`src/rtl/seg_pkg.sv`:
```
// Shared definitions for the multiplexed 7-segment display: digit count,
// the all-off select code and the digit-to-anode encoding used by seg_scan and seg_mux.
package seg_pkg;

    localparam int N_DIGITS = 4;
    localparam int IDX_W    = $clog2(N_DIGITS);

    localparam logic [N_DIGITS-1:0] SEL_OFF = '1;

    typedef enum logic {
        ST_BLANK = 1'b0,
        ST_DRIVE = 1'b1
    } scan_state_e;

    // Active-low one-cold anode select for a digit index.
    function automatic logic [N_DIGITS-1:0] digit_sel(input logic [IDX_W-1:0] idx);
        return ~(N_DIGITS'(1) << idx);
    endfunction

endpackage

```
`src/rtl/seg_prescale.sv`:
```
// Digit-slot prescaler: counts 0..REFRESH_DIV-1 while enabled and strobes on the
// last count of each slot. The count freezes when the enable is low.
module seg_prescale #(
    parameter int REFRESH_DIV = 50000,
    parameter int CNT_W       = $clog2(REFRESH_DIV)
) (
    input  logic             clk,
    input  logic             rst,
    input  logic             en_i,
    output logic [CNT_W-1:0] cnt_o,
    output logic             wrap_o
);

    localparam logic [CNT_W-1:0] CNT_LAST = CNT_W'(REFRESH_DIV - 1);

    logic [CNT_W-1:0] cnt_q, cnt_d;

    always_comb begin
        cnt_d = cnt_q;
        if (en_i) begin
            cnt_d = (cnt_q == CNT_LAST) ? '0 : cnt_q + CNT_W'(1);
        end
    end

    // NOTE: flops use non-blocking (<=) so every register samples pre-edge values;
    // blocking here would create order-dependent races between always_ff blocks.
    always_ff @(posedge clk) begin
        if (rst) begin
            cnt_q <= '0;
        end else begin
            cnt_q <= cnt_d;
        end
    end

    assign cnt_o  = cnt_q;
    assign wrap_o = en_i && (cnt_q == CNT_LAST);

endmodule

```
`src/rtl/seg_scan.sv`:
```
// Anode scan driver: time-slices four digits with leading dead-time per slot,
// per-digit masking and a once-per-frame tick. All outputs are registered.
module seg_scan
    import seg_pkg::*;
#(
    parameter int REFRESH_DIV  = 50000,
    parameter int BLANK_CYCLES = 500
) (
    input  logic                clk,
    input  logic                rst,
    input  logic                en,
    input  logic [N_DIGITS-1:0] digit_mask,
    output logic [N_DIGITS-1:0] sel,
    output logic [IDX_W-1:0]    dig_idx,
    output logic                blank,
    output logic                frame_tick
);

    localparam int CNT_W = $clog2(REFRESH_DIV);

    if (REFRESH_DIV < 2 || BLANK_CYCLES < 0 || BLANK_CYCLES >= REFRESH_DIV) begin : g_bad_param
        $fatal(1, "seg_scan: illegal REFRESH_DIV=%0d / BLANK_CYCLES=%0d", REFRESH_DIV, BLANK_CYCLES);
    end

    localparam scan_state_e      RESET_STATE = (BLANK_CYCLES > 0) ? ST_BLANK : ST_DRIVE;
    localparam logic [CNT_W-1:0] BLANK_LAST  = CNT_W'((BLANK_CYCLES > 0) ? BLANK_CYCLES - 1 : 0);
    localparam logic [IDX_W-1:0] LAST_DIGIT  = IDX_W'(N_DIGITS - 1);

    logic [CNT_W-1:0]    cnt;
    logic                wrap;
    scan_state_e         state_q, state_d;
    logic [IDX_W-1:0]    idx_q, idx_d;
    logic [N_DIGITS-1:0] sel_q, sel_d;
    logic [IDX_W-1:0]    dig_idx_q;
    logic                blank_q, blank_d;
    logic                frame_tick_q, frame_tick_d;

    seg_prescale #(
        .REFRESH_DIV (REFRESH_DIV),
        .CNT_W       (CNT_W)
    ) u_prescale (
        .clk    (clk),
        .rst    (rst),
        .en_i   (en),
        .cnt_o  (cnt),
        .wrap_o (wrap)
    );

    // NOTE: every signal gets a default before any branch so always_comb never infers a latch.
    always_comb begin
        state_d = state_q;
        unique case (state_q)
            ST_BLANK: if (en && cnt == BLANK_LAST)     state_d = ST_DRIVE;
            ST_DRIVE: if (wrap && BLANK_CYCLES > 0)    state_d = ST_BLANK;
            default:                                   state_d = RESET_STATE;
        endcase

        idx_d = wrap ? idx_q + IDX_W'(1) : idx_q;

        sel_d = digit_sel(idx_q);
        if (!en || state_q == ST_BLANK || digit_mask[idx_q]) begin
            sel_d = SEL_OFF;
        end
        blank_d      = (sel_d == SEL_OFF);
        frame_tick_d = wrap && (idx_q == LAST_DIGIT);
    end

    always_ff @(posedge clk) begin
        if (rst) begin
            state_q      <= RESET_STATE;
            idx_q        <= '0;
            sel_q        <= SEL_OFF;
            dig_idx_q    <= '0;
            blank_q      <= 1'b1;
            frame_tick_q <= 1'b0;
        end else begin
            state_q      <= state_d;
            idx_q        <= idx_d;
            sel_q        <= sel_d;
            dig_idx_q    <= idx_q;
            blank_q      <= blank_d;
            frame_tick_q <= frame_tick_d;
        end
    end

    assign sel        = sel_q;
    assign dig_idx    = dig_idx_q;
    assign blank      = blank_q;
    assign frame_tick = frame_tick_q;

endmodule
```
`config.mk`:
```
export PLATFORM = sky130hd
export DESIGN_NAME = seg_scan
export DESIGN_NICKNAME = d
export VERILOG_FILES = /design/src/rtl/seg_pkg.sv /design/src/rtl/seg_prescale.sv /design/src/rtl/seg_scan.sv
export SDC_FILE = /design/constraint.sdc
export NUM_CORES = 1
export LEC_CHECK = 0
export ABC_AREA = 1
export BUFFER_PORTS_ARGS = -buffer_cell sky130_fd_sc_hd__buf_2
export CAP_MARGIN = 20
export CORE_ASPECT_RATIO = 0.9
export CORE_MARGIN = 2
export CORE_UTILIZATION = 31
export CTS_CLUSTER_SIZE = 14
export DETAILED_ROUTE_END_ITERATION = 6
export SLEW_MARGIN = 10
export SYNTH_ARGS = -nofsm -noshare
export SYNTH_HDL_FRONTEND = slang
export SYNTH_SLANG_ARGS = --single-unit
```
`constraint.sdc`:
```
create_clock -name clk -period 1.85 [get_ports clk]
set_input_delay 0.185 -clock clk [delete_from_list [all_inputs] [get_ports clk]]
set_output_delay 0.185 -clock clk [all_outputs]
set_load 0.05 [all_outputs]
```
==> summary.md <==
| Metric | Value |
|---|---|
| Worst IR Drop VDD | 0.000334 V |
| First-pass GRT wire length | 4.37 mm |
| Combinational share of power | 3.7% |
| Clock skew | 0.00646 ns |
| Seq/Total Area, Yosys | 40.8% |
| Vias | 1,106 |
| Clk pin slew, worst setup/hold paths | 0.09 ns |
| Slew @ Worst Pin | 0.331 ns |
| Final instance area | 0.00149 mm2 |
| Post-CTS Setup Repair Bufs | 0 |
| Final RePlAce weighted congestion | 0.811 |
| P_int | 749 uW |
| Largest net degree at the start of global routing | 16 |
| CP delay by family, top | simple AND/OR/NAND/NOR gates |
| Setup CP Type | register to register |
| Synth unique cells | 25 |
| Most used DFF post-synth | dfxtp_1 |
| WL final | 2.53 mm |
| CTS Root Cell | clkbuf_8 |
| Post-synth EDFFs | 0 |
| YS warnings | 0 |
| Status | complete, no violations |
| HP Start | rst |
| Mapped cell area | 0.00133 mm2 |
| Max FO, Critical Path | 4 |
| Leakage | 0.606 nW |
| Clock buffer depth | 2 |
| Sw Share | 21.6% |
| Grt ovf | 0 |
| CTS Buf Count | 3 |
| CP bufs+invs | 1 |
| DIE AREA | 0.00481 mm2 |
| Placeable Area | 0.00410 mm2 |
| Psw | 206 uW |
| Post-CTS sizing | 0 |
| Register bit total from synthesis | 27 |
| Register area | 541 um2 |
| RSZ-0062 raised after global routing | false |
| IO Pins | 15 |
| Worst Setup SP | u_prescale.cnt_o[0]$_SDFFE_PP0P_ |
| Commonest cells after routing, fill and taps aside | nor2_1, nand2_1, dfxtp_1, inv_1, buf_2 |
| Reg-to-Reg Start | u_prescale.cnt_o[0]$_SDFFE_PP0P_ |
| Drt wl/cell | 10.3 um |
| Crit-path max cell delay | 0.39 ns |
| Worst path slowest cell | dfxtp_1 |
| Minimum clock period | 1.40 ns |
| Initial antenna violation count | 0 |
| Fin crit share | 75.9% |
| Placed cell area | 0.00144 mm2 |
| Layout Nets | 210 |
| Routed Antenna Nets | 0 |
| Area growth syn-to-layout | 12.5% |
| Syn_area_per_cell | 7.36 um2 |
| DRT iter0 DRCs | 36 |
| Post-detailed-placement half-perimeter wirelength | 1.94 mm |
| Starting Density | 32.3% |
| Crit-path cells | ha_1, nand2_1, nor2_2, nand3_1, nand2_1, inv_1, nor3_2 |
| CTS H-Tree Depth | 1 |
| Diode count | 0 |
| Reg power frac | 61.6% |
| Share of layout cells above drive strength 1 | 17.3% |
| Vias in the first global route | 980 |
| Asr flop ratio synth | 0% |
| Worst slew margin | 77.7% |
| Clock group share of total power | 34.6% |
| Die Height | 66.0 um |
| Final setup viols | 0 |
| Clk sinks | 27 |
| Mapped Cells | 180 |
| Routed vias/inst | 4.51 |
| Most frequent CP cell | nand2_1 |
| HP Class | input pin to register |
| Startpoint Class | register |
| Die X | 72.9 um |
| # Max-Cap Violations | 0 |
| Setup_tns | 0 ns |
| FP Rows | 22 |
| Commonest non-fill, non-tap cell in the layout | nor2_1 |
| First-pass DRT Iterations | 4 |
| Element type at the critical path end | register |
| Placement Setup Slack | 0.463 ns |
| Max-slew violations | 0 |
| Net count after synthesis | 192 |
| Port Buffers | 14 |
| Drc violations | 0 |
| CP required | 2.06 ns |
| WP data arrival | 1.62 ns |
| # hold bufs at CTS | 0 |
| Total GRT Usage | 11.6% |
| Setup ws final | 0.445 ns |
| Clk_lat worst skew | 0.27 ns |
| Max Fclk | 712 MHz |
| Power per cell area | 641 mW/mm2 |
| Multi-input gate area | 694 um2 |
| CTS tree | yes |
| Fillers | 433 |
| Endpoints failing hold | 0 |
==> metal layers <==
layer / global-route usage, % / vias to the layer above / wire length [um]
met5: 0 / - / 0
met2: 18.0 / 29 / 1010
met4: 3.01 / 0 / 29
met3: 3.81 / 7 / 133
met1: 15.6 / 476 / 1360
li1: - / 594 / -
==> logic make-up (layout without fill, tap and decap cells) <==
logic type	count (synthesis)	count (layout)	share of synthesized area, %
simple gates	108	108	37.8
flops	27	27	40.8
fa+ha+maj	5	5	4.72
buf+inv	22	39	6.80
compound gates	9	9	3.97
xor+xnor	9	9	5.95
==> stage by stage <==
stage               hold WS (ns)  utilization [%]  instances  power (mW)
floorplan                  0.368                -        180       0.627
global placement           0.494             35.2        241       0.638
detailed placement         0.504             35.2        241       0.638
CTS                        0.216             36.3        245       0.974
global route               0.222             36.3        245        1.01
finish                     0.229             36.3        245       0.955
==> power groups by stage <==
| stage | sequential (mW) | clock (mW) | combinational [mW] |
|---|---|---|---|
| final | 0.589 | 0.331 | 0.0358 |
| after CTS | 0.589 | 0.350 | 0.0359 |
| after global placement | 0.602 | 0 | 0.0357 |
| after global routing | 0.590 | 0.375 | 0.0406 |
| after detailed placement | 0.603 | 0 | 0.0359 |
| after floorplan | 0.602 | 0 | 0.0248 |
==> state kept, by name, summed over array words and instances (netlist names) <==
register / cells
blank: 1
dig_idx: 2
frame_tick: 1
idx_q: 2
sel: 4
state_q: 1
u_prescale.cnt_o: 16
==> cell type report <==
type	instances	share of cell area [%]
multi-input cells	131	46.6
clock buffers	3	2.77
flip-flops and latches	27	36.3
inverters	21	5.29
well taps	48	4.03
repair buffers	14	4.70
clock inverters	1	0.336
==> worst paths after layout <==
path	to	slack, ns	depth (start not counted)
worst max-delay path	u_prescale.cnt_o[10]$_SDFFE_PP0P_	0.45	7
worst min-delay path	u_prescale.cnt_o[11]$_SDFFE_PP0P_	0.23	2
worst max register to register	u_prescale.cnt_o[10]$_SDFFE_PP0P_	0.45	7
worst min register to register	u_prescale.cnt_o[0]$_SDFFE_PP0P_	0.51	2
==> Yosys cell counts (2+ instances only) <==
master	instances	share of area (%)
nor2_1	38	11
nand2_1	36	10
dfxtp_1	27	41
inv_1	18	5.1
nand3_1	9	3.4
nor3_1	7	2.6
xor2_1	7	4.6
ha_1	5	4.7
nand4_1	4	1.9
nor2_2	4	1.9
o21ai_0	4	1.5
a21oi_1	3	1.1
inv_2	3	0.85
nand2_2	3	1.4
xnor2_1	2	1.3
Power figures use the tool's default switching activity.
